`src/rtl/psum_accum_if.sv`:
```
// Handshake and BRAM port bundle for the psum accumulate/drain controller.
interface psum_accum_if #(
   parameter int DATA_WIDTH = 32,
   parameter int ADDR_WIDTH = 32
);
   logic                  in_valid;
   logic                  in_ready;
   logic [ADDR_WIDTH-1:0] in_addr;
   logic [DATA_WIDTH-1:0] in_psum;
   logic                  in_first;
   logic                  drain_start;
   logic [ADDR_WIDTH-1:0] drain_base;
   logic [ADDR_WIDTH-1:0] drain_len;
   logic                  drain_busy;
   logic                  drain_done;
   logic                  out_valid;
   logic                  out_ready;
   logic [DATA_WIDTH-1:0] out_data;
   logic [ADDR_WIDTH-1:0] bram_raddr;
   logic [DATA_WIDTH-1:0] bram_odat;
   logic [ADDR_WIDTH-1:0] bram_waddr;
   logic [DATA_WIDTH-1:0] bram_idat;
   logic                  bram_wren;

   modport slave (
      input  in_valid, in_addr, in_psum, in_first,
      input  drain_start, drain_base, drain_len,
      input  out_ready, bram_odat,
      output in_ready, drain_busy, drain_done,
      output out_valid, out_data,
      output bram_raddr, bram_waddr, bram_idat, bram_wren
   );

   modport master (
      output in_valid, in_addr, in_psum, in_first,
      output drain_start, drain_base, drain_len,
      output out_ready, bram_odat,
      input  in_ready, drain_busy, drain_done,
      input  out_valid, out_data,
      input  bram_raddr, bram_waddr, bram_idat, bram_wren
   );
endinterface

```
`src/rtl/psum_accum_ctrl.sv`:
```
// Psum BRAM read-modify-write accumulator with streaming range drain.
// Optional PSUM_SAT_EN: saturating signed add instead of wrapping add.
module psum_accum_ctrl #(
   parameter int DATA_WIDTH = 32,
   parameter int ADDR_WIDTH = 32
) (
   input logic        clk,
   input logic        rst,
   psum_accum_if.slave bus
);
   localparam int DW = DATA_WIDTH;
   localparam int AW = ADDR_WIDTH;

   typedef enum logic {IDLE, DRAIN} state_t;

   state_t          state_q, state_d;
   logic            s1_valid;
   logic [AW-1:0]   s1_addr;
   logic [DW-1:0]   s1_psum;
   logic            s1_first;
   logic            wr_last_valid;
   logic [AW-1:0]   wr_last_addr;
   logic [DW-1:0]   wr_last_data;
   logic [AW-1:0]   raddr_q;
   logic [AW-1:0]   rd_addr;
   logic [AW-1:0]   rd_left;
   logic [AW-1:0]   out_left;
   logic            rd_inflight;
   logic [DW-1:0]   fifo_q [2];
   logic            wr_ptr, rd_ptr;
   logic [1:0]      cnt;

   logic            accept, fwd_hit, issue, pop, last, done, busy;
   logic [DW-1:0]   old, sum;
   logic [1:0]      occ;

   function automatic logic [DW-1:0] add_psum(
      input logic [DW-1:0] a,
      input logic [DW-1:0] b
   );
      logic [DW-1:0] s;
      s = a + b;
`ifdef PSUM_SAT_EN
      if (a[DW-1] == b[DW-1] && s[DW-1] != a[DW-1])
         s = a[DW-1] ? {1'b1, {(DW-1){1'b0}}}
                     : {1'b0, {(DW-1){1'b1}}};
`endif
      return s;
   endfunction

   assign bus.in_ready = ~rst & (state_q == IDLE) & ~bus.drain_start;
   assign accept  = bus.in_valid & bus.in_ready;

   // Same-address write on the edge that sampled our read: BRAM data is stale.
   assign fwd_hit = wr_last_valid & (wr_last_addr == s1_addr);
   assign old     = fwd_hit ? wr_last_data : bus.bram_odat;
   assign sum     = add_psum(s1_first ? '0 : old, s1_psum);

   assign bus.bram_wren  = s1_valid & ~rst;
   assign bus.bram_waddr = rst ? '0 : s1_addr;
   assign bus.bram_idat  = rst ? '0 : sum;

   assign occ   = cnt + {1'b0, rd_inflight};
   assign issue = (state_q == DRAIN) & (rd_left != '0) & (occ < 2'd2);
   assign bus.out_valid = (state_q == DRAIN) & (cnt != 2'd0);
   assign bus.out_data  = fifo_q[rd_ptr];
   assign pop  = bus.out_valid & bus.out_ready;
   assign last = pop & (out_left == AW'(1));

   assign bus.bram_raddr = rst    ? '0 :
                           accept ? bus.in_addr :
                           issue  ? rd_addr : raddr_q;

   always_comb begin
      state_d = state_q;
      done    = 1'b0;
      busy    = 1'b0;
      unique case (state_q)
         IDLE: if (bus.drain_start) state_d = DRAIN;
         DRAIN: begin
            busy = 1'b1;
            done = (out_left == '0) | last;
            if (done) state_d = IDLE;
         end
         default: state_d = IDLE;
      endcase
   end

   assign bus.drain_busy = busy;
   assign bus.drain_done = done;

   always_ff @(posedge clk) begin
      if (rst) begin
         state_q       <= IDLE;
         s1_valid      <= 1'b0;
         s1_addr       <= '0;
         s1_psum       <= '0;
         s1_first      <= 1'b0;
         wr_last_valid <= 1'b0;
         wr_last_addr  <= '0;
         wr_last_data  <= '0;
         raddr_q       <= '0;
         rd_addr       <= '0;
         rd_left       <= '0;
         out_left      <= '0;
         rd_inflight   <= 1'b0;
         fifo_q[0]     <= '0;
         fifo_q[1]     <= '0;
         wr_ptr        <= 1'b0;
         rd_ptr        <= 1'b0;
         cnt           <= 2'd0;
      end else begin
         state_q     <= state_d;
         s1_valid    <= accept;
         raddr_q     <= bus.bram_raddr;
         rd_inflight <= issue;
         if (accept) begin
            s1_addr  <= bus.in_addr;
            s1_psum  <= bus.in_psum;
            s1_first <= bus.in_first;
         end
         wr_last_valid <= s1_valid;
         if (s1_valid) begin
            wr_last_addr <= s1_addr;
            wr_last_data <= sum;
         end
         if (state_q == IDLE && bus.drain_start) begin
            rd_addr  <= bus.drain_base;
            rd_left  <= bus.drain_len;
            out_left <= bus.drain_len;
         end else begin
            if (issue) begin
               rd_addr <= rd_addr + AW'(1);
               rd_left <= rd_left - AW'(1);
            end
            if (pop) out_left <= out_left - AW'(1);
         end
         if (rd_inflight) begin
            fifo_q[wr_ptr] <= bus.bram_odat;
            wr_ptr         <= ~wr_ptr;
         end
         if (pop) rd_ptr <= ~rd_ptr;
         cnt <= cnt + {1'b0, rd_inflight} - {1'b0, pop};
      end
   end
endmodule

```
`src/flat_wrapper.sv`:
```
// flat-port wrapper written by rule: the top's interface ports become plain ports
module psum_accum_ctrl_flat 
#(
   parameter int DATA_WIDTH = 32,
   parameter int ADDR_WIDTH = 32
)
  (clk, rst, bus_in_valid, bus_in_addr, bus_in_psum, bus_in_first, bus_drain_start, bus_drain_base, bus_drain_len, bus_out_ready, bus_bram_odat, bus_in_ready, bus_drain_busy, bus_drain_done, bus_out_valid, bus_out_data, bus_bram_raddr, bus_bram_waddr, bus_bram_idat, bus_bram_wren);
  psum_accum_if #(.DATA_WIDTH(DATA_WIDTH), .ADDR_WIDTH(ADDR_WIDTH)) bus_i ();
  input logic clk;
  input logic rst;
  input wire logic [$bits(bus_i.in_valid)-1:0] bus_in_valid;
  input wire logic [$bits(bus_i.in_addr)-1:0] bus_in_addr;
  input wire logic [$bits(bus_i.in_psum)-1:0] bus_in_psum;
  input wire logic [$bits(bus_i.in_first)-1:0] bus_in_first;
  input wire logic [$bits(bus_i.drain_start)-1:0] bus_drain_start;
  input wire logic [$bits(bus_i.drain_base)-1:0] bus_drain_base;
  input wire logic [$bits(bus_i.drain_len)-1:0] bus_drain_len;
  input wire logic [$bits(bus_i.out_ready)-1:0] bus_out_ready;
  input wire logic [$bits(bus_i.bram_odat)-1:0] bus_bram_odat;
  output wire logic [$bits(bus_i.in_ready)-1:0] bus_in_ready;
  output wire logic [$bits(bus_i.drain_busy)-1:0] bus_drain_busy;
  output wire logic [$bits(bus_i.drain_done)-1:0] bus_drain_done;
  output wire logic [$bits(bus_i.out_valid)-1:0] bus_out_valid;
  output wire logic [$bits(bus_i.out_data)-1:0] bus_out_data;
  output wire logic [$bits(bus_i.bram_raddr)-1:0] bus_bram_raddr;
  output wire logic [$bits(bus_i.bram_waddr)-1:0] bus_bram_waddr;
  output wire logic [$bits(bus_i.bram_idat)-1:0] bus_bram_idat;
  output wire logic [$bits(bus_i.bram_wren)-1:0] bus_bram_wren;
  assign bus_i.in_valid = bus_in_valid;
  assign bus_i.in_addr = bus_in_addr;
  assign bus_i.in_psum = bus_in_psum;
  assign bus_i.in_first = bus_in_first;
  assign bus_i.drain_start = bus_drain_start;
  assign bus_i.drain_base = bus_drain_base;
  assign bus_i.drain_len = bus_drain_len;
  assign bus_i.out_ready = bus_out_ready;
  assign bus_i.bram_odat = bus_bram_odat;
  assign bus_in_ready = bus_i.in_ready;
  assign bus_drain_busy = bus_i.drain_busy;
  assign bus_drain_done = bus_i.drain_done;
  assign bus_out_valid = bus_i.out_valid;
  assign bus_out_data = bus_i.out_data;
  assign bus_bram_raddr = bus_i.bram_raddr;
  assign bus_bram_waddr = bus_i.bram_waddr;
  assign bus_bram_idat = bus_i.bram_idat;
  assign bus_bram_wren = bus_i.bram_wren;
  psum_accum_ctrl #(.DATA_WIDTH(DATA_WIDTH), .ADDR_WIDTH(ADDR_WIDTH)) u_core (.clk(clk), .rst(rst), .bus(bus_i));
endmodule
```
`config.mk`:
```
export PLATFORM = sky130hd
export DESIGN_NAME = psum_accum_ctrl_flat
export DESIGN_NICKNAME = d
export VERILOG_FILES = /design/src/rtl/psum_accum_if.sv /design/src/rtl/psum_accum_ctrl.sv /design/src/flat_wrapper.sv
export SDC_FILE = /design/constraint.sdc
export NUM_CORES = 1
export LEC_CHECK = 0
export CORE_ASPECT_RATIO = 0.75
export CORE_MARGIN = 1
export CORE_UTILIZATION = 58
export CTS_CLUSTER_SIZE = 24
export DETAILED_ROUTE_END_ITERATION = 12
export PLACE_DENSITY_LB_ADDON = 0.3
export SYNTH_ARGS = -nofsm -noshare
export SYNTH_HDL_FRONTEND = slang
export SYNTH_SLANG_ARGS = --single-unit
```
`constraint.sdc`:
```
create_clock -name clk -period 9.4 [get_ports clk]
set_input_delay 1.88 -clock clk [delete_from_list [all_inputs] [get_ports clk]]
set_output_delay 1.88 -clock clk [all_outputs]
set_load 0.005 [all_outputs]
```
==> summary.md <==
| Metric | Value |
|---|---|
| Status | complete, no violations |
| Slowest Stage Delay on Critical Path | 0.57 ns |
| Layout cells sized above 1 | 0.0754 |
| DRT iter0 DRCs | 1099 |
| Ys async rst share | 0 |
| Post-CTS Hold Fix Bufs | 0 |
| Largest net degree at the start of global routing | 97 |
| DR top layer | met4 |
| N_diodes | 0 |
| Top-count cell post-synth | dfxtp_1 |
| Num CTS Buffers | 34 |
| Clock Tree Buf Depth | 3 |
| Depth of the CTS H-tree | 2 |
| Clock insertion delay at the later pin of the skew report | 0.53 ns |
| Drt via density | 5.85 |
| Worst EP required | 7.52 ns |
| Crit end category | output port |
| Syn Nets | 2057 |
| Count of input and output buffers | 298 |
| Yosys top cell by area | dfxtp_1 |
| Resized Gates After CTS | 0 |
| CTS Sinks | 330 |
| DR pass1 iterations | 5 |
| CTS tree | yes |
| Top cells by area, synth | dfxtp_1, edfxtp_1, mux2i_1 |
| Max Slew Vio Count | 0 |
| Worst slew pin tran | 1.17 ns |
| Overall die height | 150 um |
| YS warnings | 0 |
| Rel. slew slack | 0.218 |
| PnR worst setup slack | 1.60 ns |
| Worst setup path class | register to output port |
| Detail Route Antenna Nets | 0 |
| Drt drc | 0 |
| Pwr dens | 166 mW/mm^2 |
| Synth Flop Type | dfxtp_1 |
| CORE AREA | 0.0284 mm^2 |
| Part of the Yosys area used for sequential elements | 0.426 |
| Synth Register Bits | 330 |
| Buffer count from post-CTS setup fixing | 0 |
| Crit-path slowest cell | nor4_1 |
| Total power | 3.53 mW |
| Clock Pin Slew Worst Setup and Hold Paths | 0.06 ns |
| Vias in the first global route | 13.8k |
| Placer Congestion | 0.950 |
| Fin crit share | 0.830 |
| Dpl cells | 2434 |
| Vias | 14.6k |
| Synth top area share | 0.313 |
| Overall routing resource usage | 0.313 |
| Mapped Cells | 1852 |
| Final Setup Violations | 0 |
| GRT overflow | 0 |
| Initial antenna violation count | 0 |
| Cell variety after synth | 63 |
| Fin. Hold Viols | 0 |
| FMAX | 128 MHz |
| Syn Area/Cell | 9.18 um^2 |
| Worst setup SP type | register |
| Layout area overhead | 25.0% |
| Clock skew | 0.0112 ns |
| Total Nets Final | 2290 |
| Worst hold path type | register to register |
| Total die area | 0.0300 mm^2 |
| DRT met1 WL | 21.4 mm |
| CP arrival | 5.92 ns |
| CTS root buf | clkbuf_16 |
| RSZ-0062 raised after global routing | false |
| DP HPWL | 33.9 mm |
| Leakage | 8.14 nW |
| Mapped Area | 0.0170 mm^2 |
| WL final | 48.0 mm |
| DP Worst Slack | 1.91 ns |
| Finished Layout Cells | 2494 |
| Met3 routed WL | 3.54 mm |
| Starting Density | 0.599 |
| Worst VDD drop | 0.112 mV |
| IO Count | 299 |
| Max cap viols | 0 |
| Setup TNS | 0 ns |
| Most instantiated cells after synthesis | dfxtp_1, nor2_1, nand2_1 |
| Met2 wire len | 21.9 mm |
| CP cell instances | xor2_1 > nor4_1 > nand2_1 > nor4_1 > nand2_2 > buf_4 > mux2i_1 > nor2_1 > ha_1 > fa_1 > a211oi_1 > o21ai_0 > nand2_1 > a21oi_1 > o41a_1 > a21oi_1 > o21ai_0 > xnor2_1 > nor2_1 > clkdlybuf4s50_1 |
| Number of flops mapped to enable cells by yosys | 64 |
| Min cycle time layout | 7.80 ns |
| WL per Instance | 19.2 um |
| Crit Path Max Fanout | 52 |
| First-pass GRT wire length | 73.3 mm |
| Horiz. Die Dim | 200 um |
| Row cnt | 53 |
[through the flow]
step           cell area, um^2  hold slack, ns   util
2_1_floorplan            17000           0.454      -
3_3_place_gp             20100           0.469  0.710
3_5_place_dp             20100           0.471  0.710
4_1_cts                  21200           0.484  0.749
5_1_grt                  21200           0.495  0.749
6_report                 21200           0.484  0.749
[kinds of logic after synthesis]
group                      after synthesis  share of synthesized area
and+or+nand+nor                        692                      0.208
DFF                                    330                      0.426
adders and majority gates               39                     0.0291
xor gates and xnor gates               145                     0.0747
AOI/OAI and AO/OA                      328                      0.125
buffers and inverters                  156                     0.0366
muxes                                  162                      0.100
[path summary, 6_finish.rpt]
| kind | cells past startpoint | slack, ns | start | endpoint |
|---|---|---|---|---|
| max reg2reg | 19 | 4.08 | u_core.s1_addr[16]$_SDFFE_PP0P_ | u_core.wr_last_data[28]$_SDFFE_PP0P_ |
| min reg2reg | 2 | 0.48 | u_core.s1_psum[9]$_SDFFE_PP0P_ | u_core.s1_psum[9]$_SDFFE_PP0P_ |
| max | 20 | 1.60 | u_core.s1_addr[16]$_SDFFE_PP0P_ | bus_bram_idat[28] |
| min | 2 | 0.48 | u_core.s1_psum[9]$_SDFFE_PP0P_ | u_core.s1_psum[9]$_SDFFE_PP0P_ |
[power by group]
part,switching [mW],internal [mW],total [mW]
combinational,0.296,0.298,0.594
sequential,0.0678,1.53,1.59
clock,0.567,0.780,1.35
[cell usage in the layout (no fill, tap or decap), types with 29 or more instances in the layout]
cell and instances:
a211oi_1 94, a21oi_1 108, and2_1 65, clkbuf_16 36
clkdlybuf4s50_1 297, dfxtp_1 265, edfxtp_1 64, ha_1 38
inv_1 39, mux2_2 66, mux2i_1 96, nand2_1 125
nand3_1 33, nand3b_1 36, nor2_1 235, nor2b_1 55
o21ai_0 29, o21bai_1 33, xnor2_1 85, xor2_1 60
[per-layer routing]
layer,vias to the layer above,GRT usage
met2,529,0.503
met5,-,0
met4,0,0.0966
li1,6977,-
met1,7001,0.425
met3,80,0.0598
[critical path: cells and delay by family (launching register included)]
kind / cells / cell delay (ns)
simple gates: 7 / 1.44
mux: 1 / 0.23
flops: 1 / 0.34
compound gates: 6 / 1.47
fa+ha+maj: 2 / 0.72
buf+inv: 2 / 0.84
xor+xnor: 2 / 0.34
[layout make-up]
| type | instances | area [um^2] |
|---|---|---|
| Multi-Input combinational cell | 1366 | 9160 |
| Sequential cell | 330 | 7250 |
| Fill cell | 2093 | 7140 |
| Timing Repair Buffer | 313 | 3100 |
| Clock buffer | 53 | 1060 |
| Tap cell | 385 | 482 |
| Inverter | 40 | 150 |
| Clock inverter | 7 | 38.8 |
[registers in the layout, indices dropped and copies added, names as in the netlist, 2 cells and up, named ones only]
register	cells
u_core.cnt	2
u_core.fifo_q	64
u_core.out_left	32
u_core.raddr_q	32
u_core.rd_addr	32
u_core.rd_left	32
u_core.s1_addr	32
u_core.s1_psum	32
u_core.wr_last_addr	32
u_core.wr_last_data	32
No activity file was read; power rests on OpenSTA's default activity.
